==> src/rtl/calc_pkg.sv <==
// Shared constants and types for the calculator key-sequence driver.
package calc_pkg;

  // Operand width and number of BCD digits needed for the largest legal operand.
  localparam int BIN_W      = 27;
  localparam int BCD_DIGITS = 8;

  // Largest operand the calculator keypad can enter (eight decimal digits).
  localparam logic [BIN_W-1:0] MAX_OPERAND = 27'd99999999;

  // Key codes for the non-digit keys.
  localparam logic [3:0] KEY_ADD  = 4'b1010;
  localparam logic [3:0] KEY_SUB  = 4'b1011;
  localparam logic [3:0] KEY_MUL  = 4'b1100;
  localparam logic [3:0] KEY_EQ   = 4'b1110;
  localparam logic [3:0] KEY_NONE = 4'b1111;

  typedef enum logic [1:0] {
    OP_ADD     = 2'b00,
    OP_SUB     = 2'b01,
    OP_MUL     = 2'b10,
    OP_ILLEGAL = 2'b11
  } op_sel_e;

  typedef enum logic [2:0] {
    IDLE,
    CONV_A,
    SEND_A,
    SEND_OP,
    CONV_B,
    SEND_B,
    SEND_EQ,
    FINISH
  } state_e;

  // Eight BCD digits, digit 0 is the least significant.
  typedef logic [BCD_DIGITS-1:0][3:0] bcd_t;

  // Request captured at acceptance; bad marks an out-of-range or illegal request.
  typedef struct packed {
    logic [BIN_W-1:0] a;
    logic [BIN_W-1:0] b;
    op_sel_e          op;
    logic             bad;
  } req_t;

  // Operator key for a legal op_sel; illegal requests never reach the keypad.
  function automatic logic [3:0] op_key(input op_sel_e op);
    logic [3:0] key;
    case (op)
      OP_ADD:  key = KEY_ADD;
      OP_SUB:  key = KEY_SUB;
      OP_MUL:  key = KEY_MUL;
      default: key = KEY_NONE;
    endcase
    return key;
  endfunction

  // Index of the most significant non-zero digit; zero yields index 0 so a
  // zero operand still sends a single '0' key.
  function automatic logic [2:0] msd_index(input bcd_t v);
    logic [2:0] idx;
    idx = 3'd0;
    for (int i = 1; i < BCD_DIGITS; i++) begin
      if (v[i] != 4'd0) idx = 3'(i);
    end
    return idx;
  endfunction

endpackage

==> src/rtl/bin2bcd.sv <==
// Sequential shift-add-3 binary to BCD converter, one bit per cycle.
// start is taken while idle; busy covers the BIN_W iterations and done
// marks the cycle in which the final iteration is applied.
module bin2bcd
  import calc_pkg::*;
(
  input  logic             clock,
  input  logic             reset,
  input  logic             start_i,
  input  logic [BIN_W-1:0] bin_i,
  output logic             busy_o,
  output logic             done_o,
  output bcd_t             bcd_o
);

  localparam logic [4:0] ITERS = 5'(BIN_W);

  logic [4:0]       cnt_q, cnt_d;
  logic [BIN_W-1:0] bin_q, bin_d;
  bcd_t             bcd_q, bcd_d;
  bcd_t             adj;

  // Load on start, otherwise apply one add-3-then-shift step per cycle.
  always_comb begin
    // NOTE: every variable gets a default before any branch so no latch is inferred.
    cnt_d = cnt_q;
    bin_d = bin_q;
    bcd_d = bcd_q;
    for (int i = 0; i < BCD_DIGITS; i++) begin
      adj[i] = (bcd_q[i] >= 4'd5) ? bcd_q[i] + 4'd3 : bcd_q[i];
    end
    if (start_i && cnt_q == 5'd0) begin
      cnt_d = ITERS;
      bin_d = bin_i;
      bcd_d = '0;
    end else if (cnt_q != 5'd0) begin
      cnt_d          = cnt_q - 5'd1;
      {bcd_d, bin_d} = {adj, bin_q} << 1;
    end
  end

  // Iteration counter and shift registers.
  always_ff @(posedge clock or negedge reset) begin
    if (!reset) begin
      // NOTE: these are plain registers, not a RAM, so clearing them on reset is cheap and intended.
      cnt_q <= '0;
      bin_q <= '0;
      bcd_q <= '0;
    end else begin
      // NOTE: non-blocking assignments so all registers update from the same pre-edge values.
      cnt_q <= cnt_d;
      bin_q <= bin_d;
      bcd_q <= bcd_d;
    end
  end

  assign busy_o = (cnt_q != 5'd0);
  assign done_o = (cnt_q == 5'd1);
  assign bcd_o  = bcd_q;

endmodule

==> src/rtl/calc_cmd_driver.sv <==
// Turns an arithmetic request into the key-press sequence a calculator
// expects: digits of A, operator, digits of B, equals. Each key is held for
// HOLD_CYCLES and followed by GAP_CYCLES of IDLE_CMD.
module calc_cmd_driver
  import calc_pkg::*;
#(
  parameter int unsigned HOLD_CYCLES = 10,
  parameter int unsigned GAP_CYCLES  = 2,
  parameter logic [3:0]  IDLE_CMD    = 4'b1111
) (
  input  logic             clock,
  input  logic             reset,
  input  logic             req_valid,
  output logic             req_ready,
  input  logic [BIN_W-1:0] op_a,
  input  logic [BIN_W-1:0] op_b,
  input  logic [1:0]       op_sel,
  output logic [3:0]       cmd,
  output logic             busy,
  output logic             done,
  output logic             err
);

  // One key slot is HOLD_CYCLES of the key plus GAP_CYCLES of IDLE_CMD.
  localparam int unsigned        CNT_W    = $clog2(HOLD_CYCLES + GAP_CYCLES + 1);
  localparam logic [CNT_W-1:0]   HOLD_END = CNT_W'(HOLD_CYCLES);
  localparam logic [CNT_W-1:0]   KEY_END  = CNT_W'(HOLD_CYCLES + GAP_CYCLES - 1);

  state_e           state_q, state_d;
  req_t             req_q, req_d;
  logic [CNT_W-1:0] tick_q, tick_d;
  logic [2:0]       sent_q, sent_d;

  logic             conv_start, conv_busy, conv_done;
  logic [BIN_W-1:0] conv_bin;
  bcd_t             bcd;
  logic [2:0]       msd;
  logic [3:0]       key;
  logic             key_active;
  logic             key_last;
  logic             illegal;

  // The single converter serves A during CONV_A and B during CONV_B.
  assign conv_bin = (state_q == CONV_B) ? req_q.b : req_q.a;
  assign msd      = msd_index(bcd);
  assign key_last = (tick_q == KEY_END);
  assign illegal  = (op_a > MAX_OPERAND) || (op_b > MAX_OPERAND) ||
                    (op_sel == 2'b11);

  bin2bcd u_bin2bcd (
    .clock   (clock),
    .reset   (reset),
    .start_i (conv_start),
    .bin_i   (conv_bin),
    .busy_o  (conv_busy),
    .done_o  (conv_done),
    .bcd_o   (bcd)
  );

  // Next-state, key selection and Moore outputs.
  always_comb begin
    state_d    = state_q;
    req_d      = req_q;
    tick_d     = tick_q;
    sent_d     = sent_q;
    conv_start = 1'b0;
    key        = IDLE_CMD;
    key_active = 1'b0;
    req_ready  = 1'b0;
    busy       = 1'b1;
    done       = 1'b0;
    err        = 1'b0;
    cmd        = IDLE_CMD;

    case (state_q)
      IDLE: begin
        req_ready = 1'b1;
        busy      = 1'b0;
        if (req_valid) begin
          req_d.a   = op_a;
          req_d.b   = op_b;
          req_d.op  = op_sel_e'(op_sel);
          req_d.bad = illegal;
          state_d   = illegal ? FINISH : CONV_A;
        end
      end

      CONV_A, CONV_B: begin
        // Kick the converter on the first cycle; it stays busy until done.
        conv_start = !conv_busy;
        if (conv_done) begin
          sent_d  = 3'd0;
          tick_d  = '0;
          state_d = (state_q == CONV_A) ? SEND_A : SEND_B;
        end
      end

      SEND_A, SEND_B: begin
        key_active = 1'b1;
        key        = bcd[msd - sent_q];
        if (key_last) begin
          if (sent_q == msd) begin
            state_d = (state_q == SEND_A) ? SEND_OP : SEND_EQ;
          end else begin
            sent_d = sent_q + 3'd1;
          end
        end
      end

      SEND_OP: begin
        key_active = 1'b1;
        key        = op_key(req_q.op);
        if (key_last) state_d = CONV_B;
      end

      SEND_EQ: begin
        key_active = 1'b1;
        key        = KEY_EQ;
        if (key_last) state_d = FINISH;
      end

      FINISH: begin
        done    = !req_q.bad;
        err     = req_q.bad;
        state_d = IDLE;
      end

      default: state_d = IDLE;
    endcase

    // Shared hold/gap timing for every key slot.
    if (key_active) begin
      tick_d = key_last ? '0 : tick_q + CNT_W'(1);
      if (tick_q < HOLD_END) cmd = key;
    end
  end

  // FSM state, captured request and key timing registers.
  always_ff @(posedge clock or negedge reset) begin
    if (!reset) begin
      state_q <= IDLE;
      req_q   <= '0;
      tick_q  <= '0;
      sent_q  <= '0;
    end else begin
      state_q <= state_d;
      req_q   <= req_d;
      tick_q  <= tick_d;
      sent_q  <= sent_d;
    end
  end

endmodule
==> config.mk <==
export PLATFORM = sky130hd
export DESIGN_NAME = calc_cmd_driver
export DESIGN_NICKNAME = d
export VERILOG_FILES = /design/src/rtl/calc_pkg.sv /design/src/rtl/bin2bcd.sv /design/src/rtl/calc_cmd_driver.sv
export SDC_FILE = /design/constraint.sdc
export NUM_CORES = 1
export LEC_CHECK = 0
export BUFFER_PORTS_ARGS = -buffer_cell sky130_fd_sc_hd__clkbuf_2
export CORE_MARGIN = 1.5
export CORE_UTILIZATION = 40
export CTS_CLUSTER_DIAMETER = 60
export DETAILED_ROUTE_END_ITERATION = 6
export GPL_ROUTABILITY_DRIVEN = 0
export PLACE_DENSITY_LB_ADDON = 0.3
export REMOVE_ABC_BUFFERS = 1
export SKIP_LAST_GASP = 1
export SLEW_MARGIN = 30
export SYNTH_ARGS = -nofsm -noshare
export SYNTH_HDL_FRONTEND = slang
export SYNTH_SLANG_ARGS = --single-unit
==> constraint.sdc <==
create_clock -name clock -period 9.4 [get_ports clock]
set_clock_uncertainty 0.15 [all_clocks]
set_input_delay 0.94 -clock clock [delete_from_list [all_inputs] [get_ports clock]]
set_output_delay 0.94 -clock clock [all_outputs]
set_load 0.02 [all_outputs]
==> flow_summary.yaml <==
worst_setup_path:
  arrival_ns: 3.93
  cp_slowest_cell: "mux4_2"
  crit_path_end_kind: "primary output"
  r2r_slack_ns: 6.21
  cp_slowest_stage_delay_ns: 0.53
  cp.required_ns: 8.31
  crit_chain: "inv_1 -> ha_1 -> nor3b_1 -> a21boi_0 -> o21ai_0 -> nand2_1 -> a21boi_0 -> ha_1 -> fa_1 -> xnor2_4 -> xnor2_4 -> mux4_2 -> o21a_1 -> clkbuf_2"
  worstSetupPathType: "reg2out"
  cp-start-kind: "flop"
  worstPathMaxFanout: 6
detailed_routing:
  final_antenna_net_count: 0
  drtIter0Drc: 427
  vias: 5094
  totalWireLength_um: 15520
  drc: 0
  firstDrtPassIters: 7
  routedWlPerCell_um: 16.24
  viasPerCell: 5.328
clocking:
  cts_setup_buffers: 0
  cts_inserted_buffers: 17
  cts_tree: "built"
  clk_pin_slew_ns: 0.06
  root_buffer: "clkbuf_16"
  cts.sinks: 131
  cts_hold_buf: 0
  cts-htree-levels: 4
  ctsLongestPathBuffers: 2
  clkLatencyLatePin_ns: 0.41
  post_cts_resized: 0
logic_synthesis:
  yosys_warnings: 0
  synth-xor-area-share_pct: 2.648
  synth-seq-cells: 131
  synth_mux_area_share_pct: 15.75
  synth_simple_gate_area_share_pct: 11.50
  ys.flop_type: "dfrtp_1"
  synth_area_mm2: 0.006993
  synth_top_cell_area_share_pct: 46.88
  synth_compound_area_share_pct: 14.44
  ys_top_cells_by_area: "dfrtp_1 47%, mux2_2 9.3%, ha_1 4.7%"
  synth-edff-count: 0
  synth_adder_area_share_pct: 4.938
  async_flop_share_pct: 100.0
  ys_types: 59
  synth_top_family_by_area: "multiplexers"
  postSynthAreaPerCell_um2: 10.58
  yosysTopAreaCell: "dfrtp_1"
  synth-seq-area-share_pct: 46.88
  syn_inst: 661
cells_and_area:
  utilization_pct: 47.29
  fillers: 1616
  fin_cells: 956
  nNetsFinal: 804
  mostFrequentLayoutCells: "131 x dfrtp_1, 65 x clkbuf_2, 59 x a21oi_1"
  antenna_cells: 0
  multi_input_area_mm2: 0.003462
  regArea_mm2: 0.003278
  layout_commonest_cell: "dfrtp_1"
  drive_gt1_share_pct: 25.44
  area_growth_syn_to_layout_pct: 16.16
global_routing:
  grt_overflow_total: 0
  antenna_found_initial: 0
  grt_pass1_wl_um: 25740
  groute.usage.overall_pct: 18.03
  grt_pass1_vias: 5246
  grt_max_degree: 81
sta:
  finalCritPeriodShare_pct: 53.39
  max_slew_margin_pct: 49.72
  tns_ns: 0
  worstMarginPinSlew_ns: 0.7542
  setup_viol: 0
  hold_viol_final: 0
  max_freq_ghz: 0.1992
  fin_crit_ns: 5.019
  slew_viol_final: 0
  rsz0062_at_grt: "no"
power_and_ir_drop:
  leakage_nw: 3.598
  ir_drop_mv: 0.1697
  power_w: 0.001298
  cellPowerDensity_mw_per_mm2: 159.7
place:
  dp.cells: 924
  port_buffers: 66
  dp_hpwl_um: 10590
floorplan:
  rows: 48
  core_mm2: 0.01718
  die_x_um: 135.2
  ios: 67
  die_y_um: 135.2
  dieArea_mm2: 0.01828
  initial_utilization_pct: 40.71
run:
  maxCapViolCount: 0
worst_hold_path:
  hp-class: "reg2reg"
run_status:
  status: "complete, no violations"
## cell families after synthesis
| logic type | after synthesis |
|---|---|
| AO/OA/AOI/OAI | 169 |
| XOR/XNOR | 16 |
| adder cells (fa/ha/maj) | 27 |
| buffers and inverters | 60 |
| flip-flops | 131 |
| multiplexers | 94 |
| AND/OR/NAND/NOR | 164 |
## where the power goes
| group | total, W | switching [W] | internal (W) |
|---|---|---|---|
| logic | 0.0000295 | 0.0000190 | 0.0000104 |
| clock network | 0.000704 | 0.000252 | 0.000452 |
| registers | 0.000564 | 0 | 0.000564 |
| total | 0.00130 | 0.000271 | 0.00103 |
## per-layer routing
| layer | vias to the layer above | GRT usage [%] | part of all wire [%] |
|---|---|---|---|
| met3 | 15 | 4.976 | 5.2 |
| met1 | 2496 | 22.99 | 45 |
| met4 | 0 | 5.436 | 1.3 |
| li1 | 2465 | - | - |
| met2 | 118 | 29.90 | 49 |
| met5 | - | 0 | 0 |
## final timing paths
check / endpoint / depth (start not counted) / from
max: cmd[3] / 14 / u_bin2bcd.bcd_o[8]$_DFFE_PN0P_
min: u_bin2bcd.bin_q[12]$_DFFE_PN0P_ / 2 / u_bin2bcd.bin_q[11]$_DFFE_PN0P_
max reg2reg: sent_q[0]$_DFFE_PN0P_ / 11 / u_bin2bcd.bcd_o[8]$_DFFE_PN0P_
min reg2reg: u_bin2bcd.bin_q[12]$_DFFE_PN0P_ / 2 / u_bin2bcd.bin_q[11]$_DFFE_PN0P_
max in group asynchronous: u_bin2bcd.cnt_q[1]$_DFFE_PN0P_ / 2 / reset
min in group asynchronous: req_q[18]$_DFFE_PN0P_ / 1 / reset
## worst max-delay path, delay by kind of cell (launching register included)
family,cells,cell delay [ns]
adder cells (fa/ha/maj),3,0.83
buffers and inverters,2,0.31
flip-flops,1,0.42
multiplexers,1,0.53
XOR/XNOR,2,0.48
AND/OR/NAND/NOR,2,0.36
AO/OA/AOI/OAI,4,0.59
## synth_stat cells, drive strengths merged, types with 2 or more instances
| library cell | instances |
|---|---|
| dfrtp | 131 |
| a21oi | 60 |
| mux2 | 58 |
| nor2 | 58 |
| nand2 | 55 |
| o21ai | 54 |
| mux2i | 29 |
| inv | 27 |
| ha | 26 |
| buf | 22 |
| o22ai | 18 |
| xnor2 | 13 |
| clkbuf | 11 |
| nor3b | 11 |
| o31ai | 10 |
| nor3 | 9 |
| a32o | 8 |
| nand2b | 8 |
| mux4 | 7 |
| nor2b | 6 |
| nand4 | 5 |
| a21boi | 3 |
| nand3b | 3 |
| o21a | 3 |
| xor2 | 3 |
| a21o | 2 |
| and3 | 2 |
| or2 | 2 |
## sequential cells by signal, summed over array words and instances (netlist names)
signal           count
u_bin2bcd.bin_q     27
u_bin2bcd.cnt_q      5
req_q               57
u_bin2bcd.bcd_o     32
sent_q               3
state_q              3
tick_q               4
## per-stage QoR
stage | area (um2) | setup slack, ns | hold slack, ns
finish | 8123 | 4.381 | 0.3365
global route | 8123 | 4.024 | 0.3469
CTS | 8120 | 4.417 | 0.3300
detailed placement | 7495 | 4.879 | 0.3195
global placement | 7486 | 4.985 | 0.3132
floorplan | 6825 | 5.043 | 0.3002
## layout make-up
class | count | area share [%]
tap | 225 | 3.466
clock inverter | 12 | 2.203
inverter | 27 | 1.248
multi-input combinational | 470 | 42.62
sequential | 131 | 40.36
clock buffer | 20 | 5.499
timing repair buffer | 71 | 4.606
Note: power is estimated with default switching activity, not from simulation.
